## src/rtl/arbitro_vc_if.sv

```systemverilog
// arbitro_vc_if: VC-FIFO heads/flags in, pops and destination pushes out.
interface arbitro_vc_if #(parameter int DATA_WIDTH = 6);
  logic                  enable;
  logic                  mode_rr;
  logic [3:0]            vc_empty;
  logic [DATA_WIDTH-1:0] vc0_data;
  logic [DATA_WIDTH-1:0] vc1_data;
  logic [DATA_WIDTH-1:0] vc2_data;
  logic [DATA_WIDTH-1:0] vc3_data;
  logic [3:0]            d_almost_full;
  logic [3:0]            vc_pop;
  logic [3:0]            d_push;
  logic [DATA_WIDTH-1:0] data_out;
  logic [1:0]            grant_vc;
  logic [7:0]            pkt_count;
  logic                  busy;
  modport slave (
    input  enable, mode_rr, vc_empty, vc0_data, vc1_data, vc2_data, vc3_data, d_almost_full,
    output vc_pop, d_push, data_out, grant_vc, pkt_count, busy
  );
  modport master (
    output enable, mode_rr, vc_empty, vc0_data, vc1_data, vc2_data, vc3_data, d_almost_full,
    input  vc_pop, d_push, data_out, grant_vc, pkt_count, busy
  );
endinterface

```

## src/rtl/arbitro_vc.sv

```systemverilog
// arbitro_vc: round-robin / fixed-priority drain of four VC FIFOs into four destination FIFOs.
module arbitro_vc #(parameter int DATA_WIDTH = 6) (
  input logic       clk,
  input logic       reset,
  arbitro_vc_if.slave bus
);
  logic [DATA_WIDTH-1:0] head [4];
  logic [3:0]            elig;
  logic [1:0]            base;
  logic [1:0]            g;
  logic                  found;
  logic [1:0]            ptr;
  logic [3:0]            d_push_q;
  logic [DATA_WIDTH-1:0] data_q;
  logic [1:0]            grant_q;
  logic [7:0]            count_q;
  // reset also gates eligibility so nothing is popped while the FIFOs are being cleared
  always_comb begin
    head[0] = bus.vc0_data;
    head[1] = bus.vc1_data;
    head[2] = bus.vc2_data;
    head[3] = bus.vc3_data;
    for (int i = 0; i < 4; i++)
      elig[i] = !reset && bus.enable && !bus.vc_empty[i] && !bus.d_almost_full[head[i][DATA_WIDTH-1:DATA_WIDTH-2]];
    base  = bus.mode_rr ? ptr : 2'd0;
    found = 1'b0;
    g     = 2'd0;
    for (int k = 0; k < 4; k++)
      if (!found && elig[base + 2'(k)]) begin
        found = 1'b1;
        g     = base + 2'(k);
      end
  end
  always_ff @(posedge clk) begin
    if (reset) begin
      d_push_q <= '0;
      data_q   <= '0;
      grant_q  <= '0;
      count_q  <= '0;
      ptr      <= '0;
    end else begin
      d_push_q <= found ? 4'b0001 << head[g][DATA_WIDTH-1:DATA_WIDTH-2] : 4'b0000;
      if (found) begin
        data_q  <= head[g];
        grant_q <= g;
        count_q <= count_q + 8'd1;
        if (bus.mode_rr) ptr <= g + 2'd1;
      end
    end
  end
  assign bus.vc_pop    = found ? 4'b0001 << g : 4'b0000;
  assign bus.d_push    = d_push_q;
  assign bus.data_out  = data_q;
  assign bus.grant_vc  = grant_q;
  assign bus.pkt_count = count_q;
  assign bus.busy      = (|bus.vc_pop) || (|d_push_q);
endmodule
```

## src/flat_wrapper.sv

```systemverilog
// flat-port wrapper written by rule: the top's interface ports become plain ports
module arbitro_vc_flat 
#(parameter int DATA_WIDTH = 6)
  (clk, reset, bus_enable, bus_mode_rr, bus_vc_empty, bus_vc0_data, bus_vc1_data, bus_vc2_data, bus_vc3_data, bus_d_almost_full, bus_vc_pop, bus_d_push, bus_data_out, bus_grant_vc, bus_pkt_count, bus_busy);
  arbitro_vc_if #(.DATA_WIDTH(DATA_WIDTH)) bus_i ();
  input logic clk;
  input logic reset;
  input wire logic [$bits(bus_i.enable)-1:0] bus_enable;
  input wire logic [$bits(bus_i.mode_rr)-1:0] bus_mode_rr;
  input wire logic [$bits(bus_i.vc_empty)-1:0] bus_vc_empty;
  input wire logic [$bits(bus_i.vc0_data)-1:0] bus_vc0_data;
  input wire logic [$bits(bus_i.vc1_data)-1:0] bus_vc1_data;
  input wire logic [$bits(bus_i.vc2_data)-1:0] bus_vc2_data;
  input wire logic [$bits(bus_i.vc3_data)-1:0] bus_vc3_data;
  input wire logic [$bits(bus_i.d_almost_full)-1:0] bus_d_almost_full;
  output wire logic [$bits(bus_i.vc_pop)-1:0] bus_vc_pop;
  output wire logic [$bits(bus_i.d_push)-1:0] bus_d_push;
  output wire logic [$bits(bus_i.data_out)-1:0] bus_data_out;
  output wire logic [$bits(bus_i.grant_vc)-1:0] bus_grant_vc;
  output wire logic [$bits(bus_i.pkt_count)-1:0] bus_pkt_count;
  output wire logic [$bits(bus_i.busy)-1:0] bus_busy;
  assign bus_i.enable = bus_enable;
  assign bus_i.mode_rr = bus_mode_rr;
  assign bus_i.vc_empty = bus_vc_empty;
  assign bus_i.vc0_data = bus_vc0_data;
  assign bus_i.vc1_data = bus_vc1_data;
  assign bus_i.vc2_data = bus_vc2_data;
  assign bus_i.vc3_data = bus_vc3_data;
  assign bus_i.d_almost_full = bus_d_almost_full;
  assign bus_vc_pop = bus_i.vc_pop;
  assign bus_d_push = bus_i.d_push;
  assign bus_data_out = bus_i.data_out;
  assign bus_grant_vc = bus_i.grant_vc;
  assign bus_pkt_count = bus_i.pkt_count;
  assign bus_busy = bus_i.busy;
  arbitro_vc #(.DATA_WIDTH(DATA_WIDTH)) u_core (.clk(clk), .reset(reset), .bus(bus_i));
endmodule
```

## config.mk

```make
export PLATFORM = sky130hd
export DESIGN_NAME = arbitro_vc_flat
export DESIGN_NICKNAME = d
export VERILOG_FILES = /design/src/rtl/arbitro_vc_if.sv /design/src/rtl/arbitro_vc.sv /design/src/flat_wrapper.sv
export SDC_FILE = /design/constraint.sdc
export NUM_CORES = 1
export LEC_CHECK = 0
export BUFFER_PORTS_ARGS = -buffer_cell sky130_fd_sc_hd__buf_4
export CAP_MARGIN = 40
export CORE_MARGIN = 1.5
export CORE_UTILIZATION = 38
export CTS_BUF_LIST = sky130_fd_sc_hd__clkbuf_4 sky130_fd_sc_hd__clkbuf_8
export CTS_CLUSTER_SIZE = 10
export DETAILED_ROUTE_END_ITERATION = 7
export GPL_ROUTABILITY_DRIVEN = 0
export PLACE_DENSITY = 0.68
export SYNTH_ARGS = -nofsm -noshare
export SYNTH_HDL_FRONTEND = slang
export SYNTH_SLANG_ARGS = --single-unit
```

## constraint.sdc

```tcl
create_clock -name clk -period 7.3 [get_ports clk]
set_input_delay 1.095 -clock clk [delete_from_list [all_inputs] [get_ports clk]]
set_output_delay 1.095 -clock clk [all_outputs]
set_load 0.1 [all_outputs]
```

== After elaboration in Yosys (flattened, before gate mapping) ==
Cells that the tools add are included.

* Add/sub/neg operators: 5
* Multiply operators: 0
* Divide/modulo/power cells: 0
* $lt $le $gt $ge: 9
* Eq/ne operators: 0
* Shift-type cells: 2
* Multiplexer cells: 29
* Bitwise gates (word level): 2
* Reduce and logical (&&, ||, !) cells: 29

{| class="wikitable"
|+ Operators with widths
! operator !! number
|-
| $lt 2x3->1 const B || 8
|-
| $bmux 1 s2 || 8
|-
| $bmux 6 s2 || 1
|-
| $logic_and 1x1->1 || 12
|-
| $logic_not 1->1 || 12
|-
| $mux 1 || 12
|-
| $mux 6 || 2
|-
| $mux 2 || 5
|-
| $add 8x1->8 const B || 1
|-
| $reduce_or 4->1 || 2
|-
| $shl 1x2->4 const A || 2
|-
| $add 2x1->2 const B || 2
|-
| $add 2x2->2 const B || 2
|-
| $mux 4 || 1
|-
| $ge 3x3->1 const B || 1
|-
| $not 2->3 || 1
|-
| $reduce_and 2->1 || 1
|-
| $reduce_or 2->1 || 1
|-
| $logic_or 1x1->1 || 1
|-
| $not 1->1 || 1
|}

* Flip-flop bits (word level): 22
* Latch bits: 0
* Memory bits (writable): 0
* ROM bits: 0
* Input port bits: 36
* Logic and storage cells: 81
* Memories: 0

== Logic depth before layout (Yosys ltp) ==
* Depth in word-level cells: 21
* Depth in mapped cells: 12
* Gate-level depth less buffers: 10

== Worst setup path after synthesis ==
OpenSTA, ideal clock, no wires.

* Kind: input -> output
* Start point: input bus_vc0_data[4]
* End point: output bus_vc_pop[1]
* Arrival time: 3.638 ns
* Path slack: 2.567 ns
* Stages: 10
* Buffers on the path: 2
* Cell sequence: mux4_2 -> or2_1 -> buf_6 -> o221ai_2 -> mux2i_1 -> or3_1 -> buf_6 -> nand2_8 -> ha_1 -> and2_1

* Cells in the longest elaborated chain, start to end: 18

{| class="wikitable"
|+ RTL lines
! element !! RTL line !! RTL
|-
| start: declaration || flat_wrapper.sv:11 || <nowiki>input wire logic [$bits(bus_i.vc0_data)-1:0] bus_vc0_data;</nowiki>
|-
| $bmux 1 s2 * || arbitro_vc.sv:24 || <nowiki>elig[i] = !reset && bus.enable && !bus.vc_empty[i] && !bus.d_almost_full[head[i][DATA_WIDTH-1:DATA_WIDTH-2]];</nowiki>
|-
| $mux 1 (not written as such) * || arbitro_vc.sv:24 ||
|-
| $logic_not 1->1 * || arbitro_vc.sv:24 ||
|-
| $logic_and 1x1->1 * || arbitro_vc.sv:24 ||
|-
| $bmux 1 s2 || arbitro_vc.sv:29 || <nowiki>if (!found && elig[base + 2'(k)]) begin</nowiki>
|-
| $mux 1 (not written as such) || arbitro_vc.sv:29 ||
|-
| $mux 1 || arbitro_vc.sv:29 ||
|-
| $logic_not 1->1 || arbitro_vc.sv:29 ||
|-
| [... 2 more ...] || n/a ||
|-
| $logic_not 1->1 || arbitro_vc.sv:29 ||
|-
| $logic_and 1x1->1 || arbitro_vc.sv:29 ||
|-
| $mux 1 || arbitro_vc.sv:29 ||
|-
| $logic_not 1->1 || arbitro_vc.sv:29 ||
|-
| $logic_and 1x1->1 || arbitro_vc.sv:29 ||
|-
| $mux 2 || arbitro_vc.sv:29 ||
|-
| $shl 1x2->4 || arbitro_vc.sv:51 || <nowiki>assign bus.vc_pop = found ? 4'b0001 << g : 4'b0000;</nowiki>
|-
| $mux 4 * || arbitro_vc.sv:51 ||
|-
| end: declaration || flat_wrapper.sv:16 || <nowiki>output wire logic [$bits(bus_i.vc_pop)-1:0] bus_vc_pop;</nowiki>
|}

Every way passes the cells marked *; elsewhere a longest branch is shown, timed or not. The select of a mux whose other input is x is not followed.

== Worst setup path in the final report ==
* Start point: input bus_vc0_data[4]
* End point: output bus_vc_pop[3]

* Cells in the longest elaborated chain, start to end: 18

{| class="wikitable"
|+ RTL lines
! element !! RTL line !! RTL
|-
| $bmux 1 s2 * || arbitro_vc.sv:24 ||
|-
| $mux 1 (not written as such) * || arbitro_vc.sv:24 ||
|-
| $logic_not 1->1 * || arbitro_vc.sv:24 ||
|-
| $logic_and 1x1->1 * || arbitro_vc.sv:24 ||
|-
| $bmux 1 s2 || arbitro_vc.sv:29 ||
|-
| $mux 1 (not written as such) || arbitro_vc.sv:29 ||
|-
| $mux 1 || arbitro_vc.sv:29 ||
|-
| $logic_not 1->1 || arbitro_vc.sv:29 ||
|-
| [... 3 more ...] || n/a ||
|-
| $logic_and 1x1->1 || arbitro_vc.sv:29 ||
|-
| $mux 1 || arbitro_vc.sv:29 ||
|-
| $logic_not 1->1 || arbitro_vc.sv:29 ||
|-
| $logic_and 1x1->1 || arbitro_vc.sv:29 ||
|-
| $mux 2 * || arbitro_vc.sv:29 ||
|-
| via u_core.g[1] || arbitro_vc.sv:10 || <nowiki>logic [1:0] g;</nowiki>
|-
| $shl 1x2->4 * || arbitro_vc.sv:51 ||
|-
| $mux 4 * || arbitro_vc.sv:51 ||
|}

The timed path passes the listed nets; every way through them passes the cells marked *. The select of a mux whose other input is x is not followed.

==> impl_metrics.yaml <==
power_and_ir_drop:
  clockPowerShare: 0.204
  power_uw: 373.5
  p_seq_frac: 0.361
  leakagePower_uw: 0.0009605
  p_sw_frac: 0.4313
  vdd_drop_max_uv: 107.1
  power_frac_comb: 0.435
  intPower_uw: 212.4
  switching_power_uw: 161.1
  powerDensity_nw_per_um2: 178.4
setup_path:
  start_kind: "primary input"
  criticalPathCategory: "primary input to output port"
  cp-end-kind: "output port"
  crit_arrival_ps: 3690
  cp.required_ps: 6200
  critPathMaxFanout: 11
route:
  drt_iter0_drc: 88
  route.detailed.drc: 0
  vias: 1622
  via_per_inst: 5.425
  dr.pass1.iters: 4
  ant_nets: 0
  finalWirelength_mm: 4.100
  wl_per_cell_um: 13.71
final_layout:
  final_common_cell: "buf_4"
  fin_nets: 292
  multiInputGateArea_sq_um: 1080
  diodes: 0
  fillers: 387
  drive_gt1_frac: 0.3012
  area_delta_synth_final_pct: 32.15
  final_cell_mix: "buf_4, nand2_1, dfxtp_1"
  seqCellArea_sq_um: 440.4
yosys:
  synth-main-ff-cell: "dfxtp_1"
  ys_async_sr_fraction: 0
  synthAdderAreaFrac: 0.03949
  synth_xor_area_frac: 0.03870
  synth_seq_area_share: 0.2780
  ys_types: 43
  yosys.area_share.simple: 0.2930
  syn-instance-count: 194
  ys_ff_latch: 22
  synth-compound-area-share: 0.1872
  synth_nets: 235
  ys_warn_count: 0
  netlist_area_sq_um: 1584
  synth_mux_area_frac: 0.1232
  avgSynthCellArea_sq_um: 8.165
  synth_top_family_by_area: "simple AND/OR/NAND/NOR gates"
  synth_edf_count: 0
cts:
  post_cts.repair.setup_buffers: 0
  cts_resized: 0
  root_buffer: "clkbuf_8"
  clockBufferDepth: 2
  cts_buffers: 3
  cts_tree: "yes"
  cts.clk_slew.worst_paths_ps: 90
  cts_max_level: 1
  ctsHoldBuffers: 0
  clock_sinks: 22
  clkLatencyLatePin_ps: 260
timing:
  finalSetupTns_ps: 0
  fin_skew_ps: 10.80
  rsz0062_at_grt: "no"
  setup_viol: 0
  drv_slew: 0
  maxSlewHeadroom: 0.5755
  finalCritPeriodShare: 0.6558
  fin_crit_ps: 4788
  max_freq_ghz: 0.2089
  worst_pin_slew_ps: 634.5
  finalHoldViolations: 0
flow_run:
  drv_cap: 0
floorplanning:
  die-area_sq_um: 4565
  die_h_um: 67.57
  floorplan.die.width_um: 67.57
  fp-row-count: 23
  ios: 61
  start_util: 0.3960
  core-area_sq_um: 4000
grt:
  grt_pass1_vias: 1511
  grt_max_degree: 18
  gr-usage-all-layers: 0.1898
  antenna_found_initial: 0
  grt-ovfl-total: 0
  grt_pass1_wl_mm: 6.720
run_status:
  status: "finished, final reports clean"
min_path:
  hold_class: "flip-flop to flip-flop"
placed_design:
  port_buffers: 60
  hpwlAfterDp_mm: 3.192
[metrics by stage]
| stage | hold slack, ps | worst slack [ps] | util | instance area [sq um] | instances |
|---|---|---|---|---|---|
| 6_report | 457.3 | 2512 | 0.5233 | 2093 | 299 |
| 5_1_grt | 498.7 | 2354 | 0.5233 | 2093 | 299 |
| 4_1_cts | 461.4 | 2527 | 0.5233 | 2093 | 299 |
| 3_5_place_dp | 441.9 | 2528 | 0.5130 | 2052 | 296 |
| 3_3_place_gp | 441.6 | 2548 | 0.5130 | 2052 | 296 |
| 2_1_floorplan | 510.0 | 2567 | - | 1584 | 194 |
[worst max-delay path, cell delays in order]
cell      delay [ps]
buf_4            110
mux4_2           530
or2_1            330
o221ai_2         210
mux2i_1          110
or3_1            500
nand2_8          190
inv_8             70
ha_1             190
and2_1           140
buf_4            230
[cells by family after synthesis]
group                    count (synthesis)
XOR/XNOR                                 7
flip-flops                              22
AO/OA/AOI/OAI                           41
multiplexers                            15
buffers and inverters                   11
adder cells (fa/ha/maj)                  5
AND/OR/NAND/NOR                         93
[routing by layer]
metal,vias up,track usage,part of all wire
met1,738,0.2368,0.44
li1,823,-,-
met3,4,0.03833,0.066
met4,0,0.04847,0.012
met2,57,0.3309,0.48
met5,-,0,0
[flip-flops by register name, indices dropped and copies added, names as in the netlist]
| register | cells |
|---|---|
| u_core.bus.pkt_count | 8 |
| u_core.bus.data_out | 6 |
| u_core.bus.d_push | 4 |
| u_core.bus.grant_vc | 2 |
| u_core.ptr | 2 |
[synthesized netlist by cell type, types with 2 or more instances]
| cell type | number | area share |
|---|---|---|
| nor3_1 | 3 | 0.0095 |
| o211ai_1 | 6 | 0.028 |
| dfxtp_1 | 22 | 0.28 |
| ha_1 | 5 | 0.039 |
| xor2_1 | 6 | 0.033 |
| clkbuf_1 | 6 | 0.014 |
| nor2_1 | 20 | 0.047 |
| a22o_1 | 3 | 0.017 |
| a31oi_1 | 2 | 0.0079 |
| a211o_1 | 2 | 0.011 |
| and2_1 | 6 | 0.024 |
| o21ai_0 | 11 | 0.035 |
| o211a_1 | 6 | 0.038 |
| nand3_1 | 7 | 0.022 |
| nand2_1 | 31 | 0.073 |
| nor2b_1 | 2 | 0.0079 |
| a21oi_1 | 5 | 0.016 |
| nand2b_1 | 2 | 0.0079 |
| mux4_2 | 3 | 0.043 |
| mux2i_1 | 9 | 0.057 |
| and3_1 | 3 | 0.012 |
| nor4_1 | 5 | 0.020 |
| nand4_1 | 7 | 0.028 |
| buf_6 | 2 | 0.014 |
| mux2_2 | 2 | 0.014 |
[power by group through the flow]
stage / Clock (uW) / Sequential [uW] / Combinational, uW
4_1_cts: 76.9 / 135 / 163
6_report: 76.1 / 135 / 162
3_3_place_gp: 0 / 138 / 162
5_1_grt: 82.1 / 136 / 172
3_5_place_dp: 0 / 138 / 162
2_1_floorplan: 0 / 199 / 59.6
[final cells by class]
type / count / share of cell area
multi-input cells: 161 / 0.5158
repair buffers: 60 / 0.2152
flip-flops and latches: 22 / 0.2104
well taps: 50 / 0.02989
clock buffers: 3 / 0.01973
inverters: 3 / 0.008966
[worst paths after layout]
kind / from / to / slack [ps] / cells after the start
setup / recovery: bus_vc0_data[4] / bus_vc_pop[3] / 2510 / 11
setup reg to reg: u_core.ptr[1]$_SDFFE_PP0P_ / u_core.bus.d_push[1]$_SDFF_PP0_ / 4510 / 9
hold reg to reg: u_core.bus.grant_vc[1]$_SDFFE_PP0P_ / u_core.bus.grant_vc[1]$_SDFFE_PP0P_ / 460 / 2
hold / removal: u_core.bus.grant_vc[1]$_SDFFE_PP0P_ / u_core.bus.grant_vc[1]$_SDFFE_PP0P_ / 460 / 2
(Power assumes the default switching activity.)
